File: src/rtl/clic_ip_writer_if.sv
// clic_ip_writer_if
// Claim handshake between the CLIC arbiter/core side and clic_ip_writer.
//   claim_valid_i : claim request (arbiter -> writer)
//   claim_id_i    : claimed source id (arbiter -> writer)
//   claim_ready_o : writer can accept a claim this cycle
//   claim_ack_o   : one-cycle pulse, the claim has been processed
//   claim_hit_o   : valid with claim_ack_o; claimed source was edge-mode and pending
// Modports: master = arbiter/core side, slave = clic_ip_writer.
interface clic_ip_writer_if #(
  parameter int N_SOURCE = 32
);
  localparam int IdWidth = $clog2(N_SOURCE);

  logic               claim_valid_i;
  logic [IdWidth-1:0] claim_id_i;
  logic               claim_ready_o;
  logic               claim_ack_o;
  logic               claim_hit_o;

  modport master (
    output claim_valid_i,
    output claim_id_i,
    input  claim_ready_o,
    input  claim_ack_o,
    input  claim_hit_o
  );

  modport slave (
    input  claim_valid_i,
    input  claim_id_i,
    output claim_ready_o,
    output claim_ack_o,
    output claim_hit_o
  );
endinterface

File: src/rtl/clic_ip_writer.sv
// clic_ip_writer
// Hardware side of the clicint pending-bit field. Synchronizes (optionally) the
// raw interrupt lines, decodes level/edge triggers of either polarity, holds the
// authoritative pending state and drives the hw2reg ip.d/ip.de writes. Claims
// from the arbiter clear edge-triggered pending bits.
//
// Ports:
//   clk_i, rst_i   : clock, asynchronous active-high reset
//   intsrc_i       : raw interrupt lines
//   le_i, pol_i    : per-source trigger mode (1 = edge) and polarity (1 = low/falling)
//   ip_reg_q_i     : current register value of clicint.ip.q
//   sw_we_i/sw_wd_i: software write strobe/data for the ip field
//   claim_if       : claim handshake (slave modport)
//   ip_o           : pending vector to the adapter/arbiter
//   ip_d_o/ip_de_o : hw2reg write data/enable for the ip field
//
// Build option: define CLIC_IP_SYNC_EN to insert a 2-flop synchronizer on every
// intsrc_i bit. Without it the sources must be synchronous to clk_i.
module clic_ip_writer #(
  parameter int N_SOURCE = 32
) (
  input  logic                clk_i,
  input  logic                rst_i,
  input  logic [N_SOURCE-1:0] intsrc_i,
  input  logic [N_SOURCE-1:0] le_i,
  input  logic [N_SOURCE-1:0] pol_i,
  input  logic [N_SOURCE-1:0] ip_reg_q_i,
  input  logic [N_SOURCE-1:0] sw_we_i,
  input  logic [N_SOURCE-1:0] sw_wd_i,
  clic_ip_writer_if.slave     claim_if,
  output logic [N_SOURCE-1:0] ip_o,
  output logic [N_SOURCE-1:0] ip_d_o,
  output logic [N_SOURCE-1:0] ip_de_o
);

  localparam int IdWidth = $clog2(N_SOURCE);

  typedef enum logic {
    IDLE,
    ACK
  } claim_state_e;

  claim_state_e        state_q;
  logic [N_SOURCE-1:0] s;
  logic [N_SOURCE-1:0] prev_q;
  logic [N_SOURCE-1:0] pend_q;
  logic [N_SOURCE-1:0] pend_d;
  logic [N_SOURCE-1:0] act_edge;
  logic [N_SOURCE-1:0] claim_sel;
  logic [N_SOURCE-1:0] claim_clr;
  logic                claim_accept;
  logic                claim_hit_d;

`ifdef CLIC_IP_SYNC_EN
  logic [N_SOURCE-1:0] sync1_q;
  logic [N_SOURCE-1:0] sync2_q;

  always_ff @(posedge clk_i or posedge rst_i) begin
    if (rst_i) begin
      sync1_q <= '0;
      sync2_q <= '0;
    end else begin
      sync1_q <= intsrc_i;
      sync2_q <= sync1_q;
    end
  end

  assign s = sync2_q;
`else
  assign s = intsrc_i;
`endif

  // Active edge: level changed and the new level is the asserted one.
  assign act_edge = (s ^ prev_q) & (s ^ pol_i);

  // One-hot decode of the claim id; out-of-range ids match no source.
  always_comb begin
    claim_sel = '0;
    for (int i = 0; i < N_SOURCE; i++) begin
      claim_sel[i] = (claim_if.claim_id_i == IdWidth'(i));
    end
  end

  assign claim_accept = claim_if.claim_valid_i & claim_if.claim_ready_o;
  assign claim_clr    = claim_accept ? claim_sel : '0;
  assign claim_hit_d  = |(claim_sel & le_i & pend_q);

  // Edge priority: edge > software write > claim clear, so no edge is lost.
  always_comb begin
    pend_d = pend_q;
    for (int i = 0; i < N_SOURCE; i++) begin
      if (!le_i[i]) begin
        pend_d[i] = s[i] ^ pol_i[i];
      end else if (act_edge[i]) begin
        pend_d[i] = 1'b1;
      end else if (sw_we_i[i]) begin
        pend_d[i] = sw_wd_i[i];
      end else if (claim_clr[i]) begin
        pend_d[i] = 1'b0;
      end
    end
  end

  always_ff @(posedge clk_i or posedge rst_i) begin
    if (rst_i) begin
      prev_q <= '0;
      pend_q <= '0;
    end else begin
      prev_q <= s;
      pend_q <= pend_d;
    end
  end

  // Two-state claim FSM; ack and hit are registered so they align with ACK.
  always_ff @(posedge clk_i or posedge rst_i) begin
    if (rst_i) begin
      state_q                <= IDLE;
      claim_if.claim_ready_o <= 1'b1;
      claim_if.claim_ack_o   <= 1'b0;
      claim_if.claim_hit_o   <= 1'b0;
    end else begin
      case (state_q)
        IDLE: begin
          claim_if.claim_ack_o <= 1'b0;
          claim_if.claim_hit_o <= 1'b0;
          if (claim_accept) begin
            state_q                <= ACK;
            claim_if.claim_ready_o <= 1'b0;
            claim_if.claim_ack_o   <= 1'b1;
            claim_if.claim_hit_o   <= claim_hit_d;
          end
        end
        ACK: begin
          state_q                <= IDLE;
          claim_if.claim_ready_o <= 1'b1;
          claim_if.claim_ack_o   <= 1'b0;
          claim_if.claim_hit_o   <= 1'b0;
        end
        default: begin
          state_q                <= IDLE;
          claim_if.claim_ready_o <= 1'b1;
          claim_if.claim_ack_o   <= 1'b0;
          claim_if.claim_hit_o   <= 1'b0;
        end
      endcase
    end
  end

  assign ip_o    = pend_q;
  assign ip_d_o  = pend_q;
  assign ip_de_o = pend_q ^ ip_reg_q_i;

endmodule

File: src/flat_wrapper.sv
// flat-port wrapper written by rule: the top's interface ports become plain ports
module clic_ip_writer_flat 
#(
  parameter int N_SOURCE = 32
)
  (clk_i, rst_i, intsrc_i, le_i, pol_i, ip_reg_q_i, sw_we_i, sw_wd_i, ip_o, ip_d_o, ip_de_o, claim_if_claim_valid_i, claim_if_claim_id_i, claim_if_claim_ready_o, claim_if_claim_ack_o, claim_if_claim_hit_o);
  clic_ip_writer_if #(.N_SOURCE(N_SOURCE)) claim_if_i ();
  input  logic clk_i;
  input  logic rst_i;
  input  logic [N_SOURCE-1:0] intsrc_i;
  input  logic [N_SOURCE-1:0] le_i;
  input  logic [N_SOURCE-1:0] pol_i;
  input  logic [N_SOURCE-1:0] ip_reg_q_i;
  input  logic [N_SOURCE-1:0] sw_we_i;
  input  logic [N_SOURCE-1:0] sw_wd_i;
  output logic [N_SOURCE-1:0] ip_o;
  output logic [N_SOURCE-1:0] ip_d_o;
  output logic [N_SOURCE-1:0] ip_de_o;
  input wire logic [$bits(claim_if_i.claim_valid_i)-1:0] claim_if_claim_valid_i;
  input wire logic [$bits(claim_if_i.claim_id_i)-1:0] claim_if_claim_id_i;
  output wire logic [$bits(claim_if_i.claim_ready_o)-1:0] claim_if_claim_ready_o;
  output wire logic [$bits(claim_if_i.claim_ack_o)-1:0] claim_if_claim_ack_o;
  output wire logic [$bits(claim_if_i.claim_hit_o)-1:0] claim_if_claim_hit_o;
  assign claim_if_i.claim_valid_i = claim_if_claim_valid_i;
  assign claim_if_i.claim_id_i = claim_if_claim_id_i;
  assign claim_if_claim_ready_o = claim_if_i.claim_ready_o;
  assign claim_if_claim_ack_o = claim_if_i.claim_ack_o;
  assign claim_if_claim_hit_o = claim_if_i.claim_hit_o;
  clic_ip_writer #(.N_SOURCE(N_SOURCE)) u_core (.clk_i(clk_i), .rst_i(rst_i), .intsrc_i(intsrc_i), .le_i(le_i), .pol_i(pol_i), .ip_reg_q_i(ip_reg_q_i), .sw_we_i(sw_we_i), .sw_wd_i(sw_wd_i), .claim_if(claim_if_i), .ip_o(ip_o), .ip_d_o(ip_d_o), .ip_de_o(ip_de_o));
endmodule
File: config.mk
export PLATFORM = sky130hd
export DESIGN_NAME = clic_ip_writer_flat
export DESIGN_NICKNAME = d
export VERILOG_FILES = /design/src/rtl/clic_ip_writer_if.sv /design/src/rtl/clic_ip_writer.sv /design/src/flat_wrapper.sv
export SDC_FILE = /design/constraint.sdc
export NUM_CORES = 1
export LEC_CHECK = 0
export BUFFER_PORTS_ARGS = -buffer_cell sky130_fd_sc_hd__buf_2
export CORE_AREA = 2 2 117 119
export DETAILED_ROUTE_END_ITERATION = 10
export DIE_AREA = 0 0 119 121
export PLACE_DENSITY = 0.78
export REMOVE_ABC_BUFFERS = 1
export SETUP_SLACK_MARGIN = 0.3
export SLEW_MARGIN = 25
export SYNTH_ARGS = -nofsm -noshare
export SYNTH_HDL_FRONTEND = slang
export SYNTH_SLANG_ARGS = --single-unit
File: constraint.sdc
create_clock -name clk_i -period 2.7 [get_ports clk_i]
set_input_delay 0.405 -clock clk_i [delete_from_list [all_inputs] [get_ports clk_i]]
set_output_delay 0.405 -clock clk_i [all_outputs]
set_load 0.02 [all_outputs]
==> reports/metrics.csv, run 1 <==
stage,metric,value,unit
status,outcome,completed,
floorplan,initial_utilization,33.7,%
cells_and_area,layout-drive-gt1-share,39.9,%
synthesis,synth-adder-area-share,0,%
grt,pin_count_of_the_biggest_net_entering_global_routing,45,
synthesis,syn_warnings,0,
grt,initial_antenna_violation_count,2,
job,drv_cap,0,
worst_setup_path,cp_data_required_time,2910,ps
clocking,cts_repair_resize_count,0,
timing,report.final.slew_viol_count,0,
timing,setup-violations-final,0,
timing,fin_tns_setup,0,ps
clocking,clock_latency,330,ps
synthesis,synth_seq_area_share,38.1,%
power_and_ir_drop,total_power,0.00337,W
synthesis,synthesized_instance_count,522,
clocking,cts.hold.buffers_added,0,
clocking,cts.htree.levels,3,
floorplan,die_h,121,um
synthesis,synth_cell_types,42,
floorplan,placementRows,42,
placement,post-dp-hpwl,13200,um
worst_setup_path,worstSetupEndpointType,flip-flop,
synthesis,yosys_register_bits,67,
route,via_per_inst,5.01,
timing,layout_min_cycle_time,1800,ps
worst_setup_path,worst-path-max-fanout,20,
floorplan,die_width,119,um
synthesis,yosys-mux-area-fraction,0,%
worst_setup_path,critPathKind,primary input to flip-flop,
timing,post_route_skew,6.12,ps
timing,timing.slew.headroom,62.9,%
power_and_ir_drop,power.ir.vdd_worst,0.360,mV
route,finalWirelength,16100,um
clocking,post-cts-setup-buffers,0,
floorplan,die-area,14400,sq um
worst_setup_path,cell_chain_of_the_critical_path,buf_2 -> or4bb_1 -> o21ai_1 -> or4_1 -> o22a_1 -> o31a_1,
placement,portBuffers,298,
synthesis,avgSynthCellArea,8.45,sq um
synthesis,area_fraction_in_compound_gates_after_synthesis,22.6,%
synthesis,dominant_combinational_cell_family_by_area_after_synthesis,compound AO/OA/AOI/OAI gates,
cells_and_area,syn_to_final_growth,39.2,%
grt,gr-total-overflow,0,
timing,worst_pin_slew,556,ps
route,post_drt_wl_per_cell,16.5,um
route,drtPass1Iterations,4,
cells_and_area,finalNetCount,992,
worst_setup_path,timing.critical_path.arrival,2010,ps
timing,min_period_over_period,66.5,%
clocking,max-clock-path-buffers,2,
timing,final_hold_violation_count,0,
route,drt_first_iter_violations,248,
timing,fmax,557,MHz
synthesis,synth_simple_gate_area_share,19.7,%
worst_setup_path,slowest_stage,or4_1,
clocking,cts_made_buffers,9,
floorplan,pin_count,299,
worst_setup_path,critPathMaxStageDelay,500,ps
route,route.detailed.drc,0,
grt,first_global_vias,4803,
power_and_ir_drop,powerDensity,549,nW/um^2
synthesis,mappedNetlistArea,4410,sq um
clocking,cts.root.buffer_cell,clkbuf_16,
power_and_ir_drop,leakage_power_of_the_design,3.04,nW
worst_setup_path,worst_setup_path_start_kind,primary input,
grt,grt_pass1_wl,24400,um
route,num_vias,4867,
clocking,cts.sink_count,67,
cells_and_area,diodes,0,
timing,rsz0062_at_grt,false,
clocking,cts_tree,done,
clocking,clkSlewWorstSetupHoldPaths,50,ps
floorplan,fp.coreArea,13100,sq um
route,postRouteAntennaNets,0,
placement,rd_place_congestion,0.810,
hold_path,min_path_type,primary input to asynchronous set/reset pin,
synthesis,synth_xor_area_share,12.7,%
cells_and_area,n_fill_cell,1308,
grt,grt_usage,22.1,%
==> critical path, delay by kind of cell <==
| family | cells | cell delay [ps] |
|---|---|---|
| simple gates | 2 | 750 |
| compound gates | 3 | 510 |
| buf+inv | 1 | 340 |
==> metal layers <==
| layer | wire (um) | share of wire, % | vias to the layer above | track usage (%) |
|---|---|---|---|---|
| met5 | 27 | 0.17 | - | 0 |
| met4 | 176 | 1.1 | 4 | 5.13 |
| met3 | 1170 | 7.3 | 14 | 6.77 |
| met2 | 8490 | 53 | 213 | 41.8 |
| met1 | 6190 | 39 | 2277 | 24.0 |
| li1 | - | - | 2359 | - |
==> worst paths after layout <==
check,startpoint,endpoint,slack (ps),cells after the start
min reg2reg,u_core.claim_if.claim_ack_o,u_core.claim_if.claim_ready_o,480,1
max,claim_if_claim_id_i[2],u_core.claim_if.claim_hit_o,900,6
max in group asynchronous,rst_i,u_core.claim_if.claim_ready_o,1880,3
max reg2reg,u_core.claim_if.claim_ready_o,u_core.ip_d_o[11],990,5
min,rst_i,u_core.ip_d_o[22],120,2
min in group clk_i,intsrc_i[6],u_core.prev_q[6],230,1
==> synth_stat cells (all sizes together) <==
library cell	count	share of area (%)
a211oi	1	0.17
a21o	27	4.6
a21oi	6	0.68
a22oi	1	0.17
a31oi	1	0.14
a41oi	1	0.20
and3	3	0.43
and3b	2	0.40
and4	2	0.45
buf	37	6.2
clkbuf	4	0.34
dfrtp	66	37
dfstp	1	0.60
inv	4	0.34
nand2	116	9.9
nand2b	3	0.43
nand3	10	1.1
nand3b	4	0.68
nand4	2	0.28
nand4b	4	0.79
nand4bb	1	0.26
nor2	36	3.1
nor2b	4	0.57
o211ai	14	2.4
o21ai	66	7.5
o221ai	27	5.4
o22a	1	0.20
o22ai	2	0.28
o31a	2	0.40
o31ai	2	0.34
o32a	1	0.23
or2b	1	0.20
or3	1	0.14
or4	3	0.51
or4b	1	0.23
or4bb	1	0.26
xnor2	27	5.4
xor2	37	7.3
==> layout by cell type, fill, tap and decap left out, types with 3 or more instances in the layout <==
cell,instances
nand2b_1,3
nand3b_1,4
xnor2_1,27
o211ai_1,14
nor2_1,36
nand4b_1,4
o221ai_1,27
xor2_1,37
nand3_1,10
clkbuf_16,9
inv_1,3
o21ai_0,65
dfrtp_1,66
nor2b_1,4
nand2_1,116
buf_2,298
a21o_1,27
or4_1,3
a21oi_1,6
and3_1,3
clkbuf_8,3
==> where the power goes <==
part / internal [W] / switching, W
combinational: 0.000425 / 0.000637
sequential: 0.00109 / 0.000116
clock: 0.000688 / 0.000417
total: 0.00220 / 0.00117
==> per-stage QoR <==
stage | std cells | instance area [sq um] | hold WS (ps) | worst slack (ps) | utilization (%)
global route | 972 | 6140 | 161 | 847 | 46.9
detailed placement | 957 | 5860 | 464 | 573 | 44.8
CTS | 972 | 6140 | 132 | 938 | 46.9
finish | 972 | 6140 | 124 | 904 | 46.9
global placement | 957 | 5860 | 460 | 608 | 44.8
floorplan | 481 | 4120 | 436 | 613 | -
==> final cells by class <==
type	instances	area, sq um	area share [%]
clock buffer	13	270	4.40
inverter	4	15.0	0.245
sequential	67	1680	27.3
clock inverter	2	10.0	0.163
timing repair buffer	300	1520	24.7
tap	176	220	3.59
multi-input combinational	410	2430	39.5
==> registers in the layout, indices dropped and copies added (netlist names) <==
register,flops
u_core.ip_d_o,32
u_core.prev_q,32
u_core.claim_if.claim_ack_o,1
u_core.claim_if.claim_hit_o,1
u_core.claim_if.claim_ready_o,1
==> kinds of logic after synthesis <==
kind of cell	Yosys count
AOI/OAI and AO/OA	152
DFF	67
buffers and inverters	45
and+or+nand+nor	194
xor gates and xnor gates	64
Power figures use the tool's default switching activity.
==> inputs of run 2 (changes only) <==
CORE_AREA = 2 2 114 116   (was 2 2 117 119)
DIE_AREA = 0 0 116 118   (was 0 0 119 121)
PLACE_DENSITY = 0.84   (was 0.78)
clock period = 1.5 ns   (was 2.7 ns; I/O delays follow)
==> run 2 against run 1 <==
  * The run now ends with negative setup slack left
  * Power up 120%
  * Critical path depth fell by 2
  * Sequential share of layout area decreased by 5.9 points
  * Utilization up 17 points
  * First-iteration DRC count decreased by 11%
  * Count of clock-buffer cells in the layout rose by 1
  * Register-to-register slack lost 1100 ps
  * Final area increased by 29%
  * Clock skew down 3.6 ps
  * Non-clock buffer count increased by 97
  * Clock power grew 93%
  * Global-route usage up 2.9 points
==> reports/metrics.csv, run 2 (same netlist as run 1, synthesis figures left out) <==
stage,metric,value,unit,change
status,outcome,"finished, violations left",,was completed
status,violations_in_the_final_reports,negative setup slack,,
route,num_vias,5376,,was 4867
power_and_ir_drop,total_power,0.00726,W,was 0.00337 W
placement,pre_cts_ws,-234,ps,was 573 ps
cells_and_area,top_library_cells_by_usage_in_the_layout_fill_and_taps_aside,"buf_2, nand2_1, buf_6",,"was buf_2, nand2_1, dfrtp_1"
floorplan,fp.coreArea,12400,sq um,was 13100 sq um
timing,setup-violations-final,6,,was 0
timing,final.hold.worst_slack,51.2,ps,was 124 ps
job,drv_cap,0,,unchanged
floorplan,pin_count,299,,unchanged
timing,rsz0062_at_grt,true,,was false
hold_path,hold_path_end,u_core.prev_q[5],,
worst_setup_path,worst_setup_path_start_kind,flip-flop,,was primary input
timing,least_setup_slack_across_all_paths_after_layout,-113,ps,was 904 ps
worst_setup_path,ff2ff_path_depth,4,,was 5
route,post_drt_wl_per_cell,17.1,um,was 16.5 um
worst_setup_path,cp_data_required_time,1720,ps,was 2910 ps
floorplan,die_h,118,um,was 121 um
clocking,cts.htree.levels,3,,unchanged
placement,post-dp-hpwl,13100,um,was 13200 um
route,via_per_inst,5.05,,was 5.01
grt,initial_antenna_violation_count,0,,was 2
worst_setup_path,worstSetupEndpointType,flip-flop,,unchanged
hold_path,min_path_type,primary input to flip-flop,,was primary input to asynchronous set/reset pin
placement,portBuffers,298,,unchanged
cells_and_area,multiInputGateArea,2780,sq um,was 2430 sq um
worst_setup_path,cp.buffers_inverters,0,,was 1
cells_and_area,syn_to_final_growth,79.5,%,was 39.2%
placement,rd_place_congestion,0.787,,was 0.810
grt,pin_count_of_the_biggest_net_entering_global_routing,68,,was 45
cells_and_area,n_fill_cell,1013,,was 1308
worst_setup_path,regToRegSetupSlack,-110,ps,was 990 ps
floorplan,placementRows,41,,was 42
cells_and_area,diodes,0,,unchanged
cells_and_area,layout-drive-gt1-share,53.8,%,was 39.9%
power_and_ir_drop,leakage_power_of_the_design,3.82,nW,was 3.04 nW
timing,min_period_over_period,108,%,
clocking,cts.sink_count,67,,unchanged
worst_setup_path,critical_path.reg2reg.endpoint,u_core.claim_if.claim_hit_o,,was u_core.ip_d_o[11]
worst_setup_path,cpLargestDelayFamily,simple AND/OR/NAND/NOR gates,,unchanged
worst_setup_path,slowest_stage,or4_1,,unchanged
timing,fmax,620,MHz,
timing,post_route_skew,2.50,ps,was 6.12 ps
worst_setup_path,critPathKind,flip-flop to flip-flop,,was primary input to flip-flop
worst_setup_path,worst-path-max-fanout,2,,was 20
floorplan,initial_utilization,35.5,%,was 33.7%
hold_path,timing.hold.worst.start,intsrc_i[5],,
worst_setup_path,cell_chain_of_the_critical_path,and4_4 -> or4_1 -> o22a_1 -> o31a_1,,was buf_2 -> or4bb_1 -> o21ai_1 -> or4_1 -> o22a_1 -> o31a_1
route,route.detailed.drc,0,,unchanged
worst_setup_path,critPathMaxStageDelay,510,ps,was 500 ps
clocking,cts_tree,done,,unchanged
timing,final_hold_violation_count,0,,unchanged
route,postRouteAntennaNets,0,,unchanged
clocking,max-clock-path-buffers,2,,unchanged
power_and_ir_drop,power.ir.vdd_worst,0.601,mV,was 0.360 mV
power_and_ir_drop,powerDensity,917,nW/um^2,was 549 nW/um^2
cells_and_area,finalNetCount,1089,,was 992
route,drtPass1Iterations,4,,unchanged
clocking,cts_made_buffers,9,,unchanged
cells_and_area,most_common_cell_after_layout_fill_and_taps_aside,buf_2,,unchanged
worst_setup_path,r2r-start,u_core.ip_d_o[24],,was u_core.claim_if.claim_ready_o
floorplan,die-area,13700,sq um,was 14400 sq um
hold_path,hold_path_cells,1,,
route,drt_first_iter_violations,221,,was 248
grt,gr-total-overflow,0,,unchanged
grt,grt_pass1_wl,26100,um,was 24400 um
timing,layout_min_cycle_time,1610,ps,
floorplan,die_width,116,um,was 119 um
timing,timing.slew.headroom,71.1,%,was 62.9%
timing,worst_pin_slew,432,ps,was 556 ps
route,finalWirelength,18200,um,was 16100 um
clocking,cts.root.buffer_cell,clkbuf_16,,unchanged
worst_setup_path,timing.critical_path.arrival,1830,ps,was 2010 ps
worst_setup_path,critical_path_depth,4,,was 6
grt,grt_usage,25.0,%,was 22.1%
timing,report.final.slew_viol_count,0,,unchanged
clocking,clock_latency,330,ps,about the same
grt,first_global_vias,5289,,was 4803
cells_and_area,layout.area.seq,1690,sq um,was 1680 sq um
clocking,clkSlewWorstSetupHoldPaths,60,ps,was 50 ps
==> run 2: changes by cell type in the layout (fill, tap and decap cells not counted), moves of 7 or more <==
cell	before	now
buf_6	0	101
buf_2	298	210
buf_4	1	77
o21ai_0	65	3
o21ai_1	1	35
o21ai_2	0	26
dfrtp_1	66	54
dfrtp_2	0	12
xor2_1	37	29
xor2_2	0	7
==> run 2: worst max path at each step <==
stage / startpoint / end / slack (ps)
after global routing: u_core.ip_d_o[28] / u_core.claim_if.claim_hit_o / -130
after floorplan: rst_i / u_core.claim_if.claim_ack_o / -410
after CTS: u_core.ip_d_o[24] / u_core.claim_if.claim_hit_o / -110
after global placement: claim_if_claim_id_i[3] / u_core.claim_if.claim_hit_o / -220
final: u_core.ip_d_o[24] / u_core.claim_if.claim_hit_o / -110
after detailed placement: claim_if_claim_id_i[3] / u_core.claim_if.claim_hit_o / -230
==> run 2: per-stage QoR <==
step	cell area, sq um	setup TNS (ps)	utilization [%]	instances
6_report	7910	-308	63.7	1065
3_5_place_dp	6130	-2950	49.4	990
2_1_floorplan	4120	-27090	-	481
4_1_cts	7420	-206	59.8	1041
3_3_place_gp	6130	-2520	49.4	990
5_1_grt	7910	-797	63.7	1065
==> run 2: routing by layer <==
layer	global-route usage (%)	vias up	part of all wire (%)
li1	-	2559	-
met1	27.2	2521	37
met2	47.7	248	54
met3	4.53	48	6.4
met4	7.74	0	2.6
met5	0	-	0
==> run 2: repair_timing <==
item / CTS / global route
pin swaps: 71 / 29
endpoints found under the hold margin: 5 / 0
hold buffers: 1 / 0
gates resized for setup: 262 / 79
setup endpoints to repair: 100 / 128
buffers inserted: 35 / 24
==> run 2: final cells by class <==
cell class,instances,share of cell area [%]
repair buffers,397,36.8
clock buffers,14,3.72
inverters,4,0.190
flip-flops and latches,67,21.4
multi-input cells,410,35.2
clock inverters,1,0.0632
well taps,172,2.72
==> run 2: where the power goes <==
group	switching, W	total (W)	internal, W
Combinational	0.00146	0.00300	0.00154
Clock	0.000784	0.00212	0.00133
Sequential	0.000170	0.00214	0.00197
